File: config.mk
export PLATFORM = sky130hd
export DESIGN_NAME = mem_requester
export DESIGN_NICKNAME = d
export VERILOG_FILES = /design/src/rtl/mem_req_pkg.sv /design/src/rtl/mem_req_lat_ctr.sv /design/src/rtl/mem_requester.sv
export SDC_FILE = /design/constraint.sdc
export NUM_CORES = 1
export LEC_CHECK = 0
export ABC_AREA = 1
export CELL_PAD_IN_SITES_DETAIL_PLACEMENT = 0
export CELL_PAD_IN_SITES_GLOBAL_PLACEMENT = 1
export CORE_MARGIN = 2
export CORE_UTILIZATION = 37
export CTS_CLUSTER_SIZE = 14
export DETAILED_ROUTE_END_ITERATION = 10
export PLACE_DENSITY = 0.83
export SLEW_MARGIN = 40
export SYNTH_ARGS = -nofsm -noshare
export SYNTH_HDL_FRONTEND = slang
export SYNTH_HIERARCHICAL = 1
export SYNTH_SLANG_ARGS = --single-unit
File: constraint.sdc
create_clock -name req_clk -period 2.4 [get_ports req_clk]
set_clock_uncertainty 0.2 [all_clocks]
set_input_delay 0.48 -clock req_clk [delete_from_list [all_inputs] [get_ports req_clk]]
set_output_delay 0.48 -clock req_clk [all_outputs]
set_load 0.02 [all_outputs]
File: src/rtl/mem_req_pkg.sv
// rtl/mem_req_pkg.sv - shared state encoding and constants for the memory requester
package mem_req_pkg;

    localparam int DEF_RD_LATENCY = 2;
    localparam int LAT_W          = 3;

    // One-hot state bit positions
    localparam int IDLE_I     = 0;
    localparam int ISSUE_LO_I = 1;
    localparam int WAIT_LO_I  = 2;
    localparam int ISSUE_HI_I = 3;
    localparam int WAIT_HI_I  = 4;
    localparam int RESP_I     = 5;
    localparam int NUM_STATES = 6;

    typedef enum logic [NUM_STATES-1:0] {
        ST_IDLE     = 6'b000001 << IDLE_I,
        ST_ISSUE_LO = 6'b000001 << ISSUE_LO_I,
        ST_WAIT_LO  = 6'b000001 << WAIT_LO_I,
        ST_ISSUE_HI = 6'b000001 << ISSUE_HI_I,
        ST_WAIT_HI  = 6'b000001 << WAIT_HI_I,
        ST_RESP     = 6'b000001 << RESP_I
    } state_t;

    // Command-type encodings of cmd_write / cmd_word
    localparam logic CMD_LOAD  = 1'b0;
    localparam logic CMD_STORE = 1'b1;
    localparam logic CMD_BYTE  = 1'b0;
    localparam logic CMD_WORD  = 1'b1;

endpackage

File: src/rtl/mem_req_lat_ctr.sv
// rtl/mem_req_lat_ctr.sv - load/decrement read-latency counter
module mem_req_lat_ctr
    import mem_req_pkg::*;
(
    input  logic             clk,
    input  logic             rst_n,
    input  logic             load,
    input  logic [LAT_W-1:0] load_val,
    input  logic             dec,
    output logic             done
);

    logic [LAT_W-1:0] count;

    // Load at the read strobe, then count down to zero while waiting
    always_ff @(posedge clk or negedge rst_n) begin
        if (!rst_n) begin
            count <= '0;
        end else if (load) begin
            count <= load_val;
        end else if (dec && (count != '0)) begin
            count <= count - LAT_W'(1);
        end
    end

    assign done = (count == '0);

endmodule

File: src/rtl/mem_requester.sv
// rtl/mem_requester.sv - splits CPU byte/word commands into memc byte beats
module mem_requester
    import mem_req_pkg::*;
#(
    parameter int ADDR_WIDTH = 16,
    parameter int DATA_WIDTH = 8,
    parameter int RD_LATENCY = DEF_RD_LATENCY,
    parameter int PAGE_WRAP  = 0
) (
    input  logic                    req_clk,
    input  logic                    req_reset,
    input  logic                    cmd_valid,
    output logic                    cmd_ready,
    input  logic                    cmd_write,
    input  logic                    cmd_word,
    input  logic [ADDR_WIDTH-1:0]   cmd_addr,
    input  logic [2*DATA_WIDTH-1:0] cmd_wdata,
    output logic                    rsp_valid,
    output logic [2*DATA_WIDTH-1:0] rsp_rdata,
    input  logic                    memc_busy,
    output logic                    memc_rd_enable,
    output logic                    memc_wr_enable,
    output logic [ADDR_WIDTH-1:0]   memc_addr,
    output logic [DATA_WIDTH-1:0]   memc_wr_data,
    input  logic [DATA_WIDTH-1:0]   memc_rd_data
);

    // Counter holds L-1 after the strobe so the final WAIT cycle sees done
    localparam logic [LAT_W-1:0] LAT_LOAD = LAT_W'(RD_LATENCY - 1);

    state_t                  state_q;
    state_t                  state_d;
    logic                    ready_en;
    logic                    accept;
    logic                    lat_load;
    logic                    lat_dec;
    logic                    lat_done;
    logic                    write_q;
    logic                    word_q;
    logic [ADDR_WIDTH-1:0]   addr_q;
    logic [ADDR_WIDTH-1:0]   hi_addr;
    logic [DATA_WIDTH-1:0]   wdata_hi_q;
    logic [DATA_WIDTH-1:0]   rdata_lo_q;

    mem_req_lat_ctr u_lat_ctr (
        .clk      (req_clk),
        .rst_n    (req_reset),
        .load     (lat_load),
        .load_val (LAT_LOAD),
        .dec      (lat_dec),
        .done     (lat_done)
    );

    // High-beat address: linear increment or 6502-style wrap inside the page
    always_comb begin
        if (PAGE_WRAP != 0) begin
            hi_addr = {addr_q[ADDR_WIDTH-1:8], addr_q[7:0] + 8'd1};
        end else begin
            hi_addr = addr_q + ADDR_WIDTH'(1);
        end
    end

    // State register; cmd_ready stays low until one clock after reset release
    always_ff @(posedge req_clk or negedge req_reset) begin
        if (!req_reset) begin
            state_q  <= ST_IDLE;
            ready_en <= 1'b0;
        end else begin
            state_q  <= state_d;
            ready_en <= 1'b1;
        end
    end

    // Next state and strobes; strobes are gated combinationally by memc_busy
    always_comb begin
        state_d        = state_q;
        cmd_ready      = 1'b0;
        accept         = 1'b0;
        rsp_valid      = 1'b0;
        memc_rd_enable = 1'b0;
        memc_wr_enable = 1'b0;
        lat_load       = 1'b0;
        lat_dec        = 1'b0;
        case (state_q)
            ST_IDLE: begin
                cmd_ready = ready_en;
                if (cmd_valid && ready_en) begin
                    accept  = 1'b1;
                    state_d = ST_ISSUE_LO;
                end
            end
            ST_ISSUE_LO: begin
                if (!memc_busy) begin
                    if (write_q == CMD_STORE) begin
                        memc_wr_enable = 1'b1;
                        state_d        = (word_q == CMD_WORD) ? ST_ISSUE_HI : ST_RESP;
                    end else begin
                        memc_rd_enable = 1'b1;
                        lat_load       = 1'b1;
                        state_d        = ST_WAIT_LO;
                    end
                end
            end
            ST_WAIT_LO: begin
                lat_dec = 1'b1;
                if (lat_done) begin
                    state_d = (word_q == CMD_WORD) ? ST_ISSUE_HI : ST_RESP;
                end
            end
            ST_ISSUE_HI: begin
                if (!memc_busy) begin
                    if (write_q == CMD_STORE) begin
                        memc_wr_enable = 1'b1;
                        state_d        = ST_RESP;
                    end else begin
                        memc_rd_enable = 1'b1;
                        lat_load       = 1'b1;
                        state_d        = ST_WAIT_HI;
                    end
                end
            end
            ST_WAIT_HI: begin
                lat_dec = 1'b1;
                if (lat_done) begin
                    state_d = ST_RESP;
                end
            end
            ST_RESP: begin
                rsp_valid = 1'b1;
                state_d   = ST_IDLE;
            end
            default: begin
                state_d = ST_IDLE;
            end
        endcase
    end

    // Command latch, beat address/data registers and read-data assembly
    always_ff @(posedge req_clk or negedge req_reset) begin
        if (!req_reset) begin
            write_q      <= 1'b0;
            word_q       <= 1'b0;
            addr_q       <= '0;
            wdata_hi_q   <= '0;
            rdata_lo_q   <= '0;
            memc_addr    <= '0;
            memc_wr_data <= '0;
            rsp_rdata    <= '0;
        end else begin
            if (accept) begin
                write_q    <= cmd_write;
                word_q     <= cmd_word;
                addr_q     <= cmd_addr;
                wdata_hi_q <= cmd_wdata[2*DATA_WIDTH-1:DATA_WIDTH];
                memc_addr  <= cmd_addr;
                if (cmd_write == CMD_STORE) begin
                    memc_wr_data <= cmd_wdata[DATA_WIDTH-1:0];
                end
            end
            if ((state_q == ST_ISSUE_LO) && memc_wr_enable && (word_q == CMD_WORD)) begin
                memc_addr    <= hi_addr;
                memc_wr_data <= wdata_hi_q;
            end
            if ((state_q == ST_WAIT_LO) && lat_done) begin
                if (word_q == CMD_WORD) begin
                    rdata_lo_q <= memc_rd_data;
                    memc_addr  <= hi_addr;
                end else begin
                    rsp_rdata <= {{DATA_WIDTH{1'b0}}, memc_rd_data};
                end
            end
            if ((state_q == ST_WAIT_HI) && lat_done) begin
                rsp_rdata <= {memc_rd_data, rdata_lo_q};
            end
        end
    end

endmodule

; Yosys cells after proc, flatten, opt, wreduce, memory -nomap -nowiden
; Cells that the tools add are included.
[word_totals]
inputBits = 46
output_inout_bits = 44
romBits = 0
regBits = 84
memories = 0
latchBits = 0
elab_cells = 75
ramBits = 0
[classes]
eq_ne = 12
n_mux = 32
bitwise_logic = 0
reduce_logical = 18
n_shift = 0
div_mod_pow = 0
multipliers = 0
addsub = 2
order_cmp = 0
[op_table]
columns = op, n
row1 = 16-bit two-way mux, 7
row2 = 6-bit two-way mux, 8
row3 = 6-bit case mux with 5 select lines, 1
row4 = 8-bit two-way mux, 3
row5 = 16-bit by 1-bit adder with 16-bit output (second input constant), 1
row6 = 1-bit two-way mux, 11
row7 = 2-bit inequality test (second input constant), 5
row8 = 2-bit nonzero test, 4
row9 = 6-bit by 1-bit == test with 1-bit output (second input constant), 1
row10 = 6-bit by 2-bit == test with 1-bit output (second input constant), 1
row11 = 6-bit by 3-bit == test with 1-bit output (second input constant), 1
row12 = 6-bit by 4-bit == test with 1-bit output (second input constant), 1
row13 = 6-bit by 5-bit == test with 1-bit output (second input constant), 1
row14 = 6-bit == test (second input constant), 1
row15 = 1-bit logical AND, 6
row16 = 3-bit two-way mux, 2
row17 = 2-bit AND reduction, 3
row18 = 5-bit AND reduction, 1
row19 = 2-bit OR reduction, 2
row20 = 3-bit zero test, 1
row21 = 3-bit nonzero test, 1
row22 = 3-bit by 1-bit subtractor with 3-bit output (second input constant), 1
row23 = 2-bit by 1-bit inequality test with 1-bit output (second input constant), 1

; Depth between registers and ports, before layout
[logic_depth]
ltp_word = 8
ltp_mapped = 10

; By module
; The synthesis kept the hierarchy.
[modules_own_cells]
columns = module, n_inst, seq_area_each_um2, area_each_um2, cells_each
row1 = mem_requester, 1, 2028.2, 4011.3, 520
row2 = mem_req_lat_ctr, 1, 75.1, 192.7, 27

; Worst setup path after synthesis
; OpenSTA, ideal clock, no wires.
[synth_path]
path_type = register to output
from = reg state_q[5]
to = out memc_rd_enable
path_stages_with_launch = 6
n_path_buf = 0
arrival_ns = 1.707
slack_ns = 0.013
path_cell_list = dfrtp_1 > nor2_8 > nand3_1 > nand2_1 > inv_1 > nor3_1
[synth_via]
elab_chain_cells = 3
word_cells_on_any_way = 4
classes_between = eq/ne: 2 / mux: 1 / reduce/logical: 1
[synth_rtl]
columns = element, line
row1 = start: declaration, mem_requester.sv:31  ; state_t state_q;
row2 = start signal: assignment, mem_requester.sv:69  ; state_q <= state_d;
row3 = 6-bit by 2-bit == test with 1-bit output or 6-bit by 4-bit == test with 1-bit output (tied branches), mem_requester.sv:84  ; case (state_q)
row4 = 2-bit OR reduction (no line) *, --
row5 = 1-bit two-way mux *, --
row6 = end: declaration, mem_requester.sv:21  ; output logic memc_rd_enable,
; Every way passes the cells marked *; elsewhere a longest branch is shown, timed or not.

; Final worst setup path
; Ends and elaborated chain as after synthesis.

==> summary.md <==
| Metric | Value |
|---|---|
| Overall power | `6.04 mW` |
| First-pass GRT wire length | `18.3 mm` |
| Crit path DAT | `1620 ps` |
| DR DRC count | `0` |
| Die Footprint | `approximately 12000 um2` |
| Post-layout nets | `roughly 700` |
| Pre-Repair DR Iteration Count | `4` |
| Vias | `3872` |
| GRT Resource Usage Total | `18.2%` |
| Max-slew headroom | `63.0%` |
| CTS tree | `yes` |
| Initial antenna violation count | `0` |
| Element type at the critical path end | `output port` |
| Sequential fraction of the synthesis area | `50.0%` |
| Worst VDD drop | `roughly 0.64 mV` |
| Worst-Skew Late Latency | `about 340 ps` |
| CP peak stage delay | `roughly 440 ps` |
| Routed Antenna Nets | `0` |
| Share of layout cells above drive strength 1 | `8.68%` |
| Post-Synthesis Cell Area | `between 4000 and 5000 um2` |
| CTS clock-pin slew for the worst setup and hold paths | `60 ps` |
| Unrepaired setup endpoints after global routing | `no` |
| Iter 0 DRT Violations | `190` |
| Cts bufs inserted | `9` |
| Slew @ Worst Pin | `555 ps` |
| Die height | `about 110 um` |
| Yosys top cell area share | `49.4%` |
| Ant diodes | `0` |
| Global placement routability congestion | `approximately 0.86` |
| Filler cells | `1040` |
| Global route overflow | `0` |
| Synth Instances | `roughly 550` |
| Worst slack, placed | `-115 ps` |
| Delay-heaviest family, CP | `simple AND/OR/NAND/NOR gates` |
| Final setup violation count | `0` |
| Ys flop type | `dfrtp_1` |
| DRT Wirelength | `between 10 and 15 mm` |
| Most area-hungry cell type in the Yosys netlist | `dfrtp_1` |
| Startpoint types | `register` |
| Worst Setup Slack, final | `between 100 and 150 ps` |
| Cell Chain, Critical Path | `nor2_8 -> nand3_1 -> nand2_1 -> inv_1 -> nor3_1 -> buf_2` |
| H-tree depth | `3` |
| Synth top area cells | `dfrtp_1 (49%), nand2_1 (18%), nand3_1 (7.6%)` |
| Average size of a mapped cell | `~7.7 um2` |
| CTS Buffer Depth | `2` |
| Cell area after layout | `about 5700 um2` |
| Fmax | `between 0.4 and 0.5 GHz` |
| Post-synth ARST share | `between 90% and 100%` |
| Fin. Hold Viols | `0` |
| PwrDens | `between 1000 and 1500 nW/um2` |
| Synth-to-Final Area Change | `34.6%` |
| Starting Density | `38.3%` |
| Clk sinks | `84` |
| Number of synthesized flops with an enable pin | `0` |
| Post-CTS Setup Inserts | `0` |
| HPWL after detailed placement | `between 8 and 9 mm` |
| FF+latch count, synth | `84` |
| Vias in the first global route | `3846` |
| Io pins | `90` |
| Vias per inst | `slightly below 5` |
| Placement Cell Area | `around 5400 um2` |
| WL/cell | `about 14 um` |
| Largest net degree at the start of global routing | `43` |
| Status | `finished, final reports clean` |
| Pins Over Slew Limit | `0` |
| Max Cap Viol | `0` |
| Count of cell types in the netlist | `27` |
| Post-layout min period | `between 2000 and 2500 ps` |
| Core area | `11000 um2` |
| Die Width | `roughly 110 um` |
| Hold Path Class | `register to register` |
| Port Buffers | `a little under 90` |
| Most common cell after layout, fill and taps aside | `nand2_1` |
| Crit Path Max Fanout | `4` |
| Core Util, Final | `slightly above 50%` |
| CP Buf/Inv Count | `2` |
| Num rows | `38` |
| Crit path kind | `register to output port` |
| CP max-delay cell | `dfrtp_1` |
| Most frequent cells in the layout | `nand2_1 (202), clkdlybuf4s50_1 (84), dfrtp_1 (83), nand3_1 (64), nor2_1 (47)` |
| Yosys warns | `6` |
| Root Driver | `clkbuf_16` |
| Leakage power | `approximately 2.8 nW` |
| Crit path required time | `1720 ps` |
| Tcrit/Tclk final | `a little over nine tenths` |
[synth_stat cells, types with 3 or more instances]
| cell | instances |
|---|---|
| nand2_1 | 202 |
| dfrtp_1 | 83 |
| nand3_1 | 64 |
| nor2_1 | 47 |
| inv_1 | 41 |
| o21ai_0 | 22 |
| a21oi_1 | 15 |
| nand4_1 | 13 |
| buf_2 | 9 |
| o21ai_1 | 9 |
| xor2_1 | 7 |
| clkbuf_1 | 5 |
| inv_2 | 4 |
| nor2_4 | 4 |
| nor3_1 | 4 |
| ha_1 | 3 |
[where the power goes]
group | internal, mW | leakage [nW] | switching (mW) | total (mW)
Combinational | 1.00 | 1.65 | 1.31 | 2.31
Sequential | 1.93 | 0.982 | 0.366 | 2.30
Clock | 0.823 | 0.145 | 0.604 | 1.43
[flip-flops by register name, indices dropped and copies added, names as in the netlist]
register	count
wdata_hi_q	8
write_q	1
state_q	6
memc_addr	16
rdata_lo_q	8
memc_wr_data	8
u_lat_ctr/count	3
addr_q	16
ready_en	1
rsp_rdata	16
word_q	1
[stage by stage]
stage          std cells  setup TNS (ps)  hold WS, ps
3_3_place_gp         780           -96.4          264
5_1_grt              797               0          299
2_1_floorplan        549               0        -15.6
6_report             797               0          281
4_1_cts              797               0          282
3_5_place_dp         780            -151          266
[layout make-up]
type	count	area, um2	area share, %
clock buffers	9	225	3.98
clock inverters	7	82.6	1.46
inverters	45	169	2.99
multi-input cells	403	1850	32.8
flip-flops and latches	84	2100	37.2
well taps	140	175	3.10
repair buffers	109	1050	18.6
[path summary, 6_finish.rpt]
check / from / to / slack [ps] / cells past startpoint
min in group asynchronous: req_reset / u_lat_ctr/count[2]$_DFFE_PN0P_ / 470 / 2
max reg2reg: state_q[5]$_DFFE_PN0P_ / wdata_hi_q[4]$_DFFE_PN0N_ / 410 / 9
min reg2reg: wdata_hi_q[5]$_DFFE_PN0N_ / wdata_hi_q[5]$_DFFE_PN0N_ / 280 / 2
min: wdata_hi_q[5]$_DFFE_PN0N_ / wdata_hi_q[5]$_DFFE_PN0N_ / 280 / 2
max: state_q[5]$_DFFE_PN0P_ / memc_rd_enable / 100 / 6
max in group asynchronous: req_reset / wdata_hi_q[2]$_DFFE_PN0N_ / 900 / 3
[worst min-delay path: cells and delay by family (launching register included)]
family | cells | cell delay (ps)
DFF | 1 | 340
and+or+nand+nor | 2 | 110
[layer usage]
layer,GRT usage [%],up-vias,routed length [um]
li1,-,1959,-
met2,31.8,90,5390
met3,3.24,13,406
met4,6.17,0,153
met1,22.6,1810,4830
met5,0,-,0
[cells by family after synthesis]
group	Yosys count	synth area share, %
adders and majority gates	3	0.893
AOI/OAI and AO/OA	46	5.48
and+or+nand+nor	343	35.9
DFF	84	50.0
buffers and inverters	62	6.07
other	2	0.179
xor gates and xnor gates	7	1.46
[what timing repair did]
item	4_1_cts	5_1_grt
setup endpoints to repair	4	2
resized for setup	8	5
endpoints found under the hold margin	39	0
hold buffers	1	0
No activity file was read; power rests on OpenSTA's default activity.
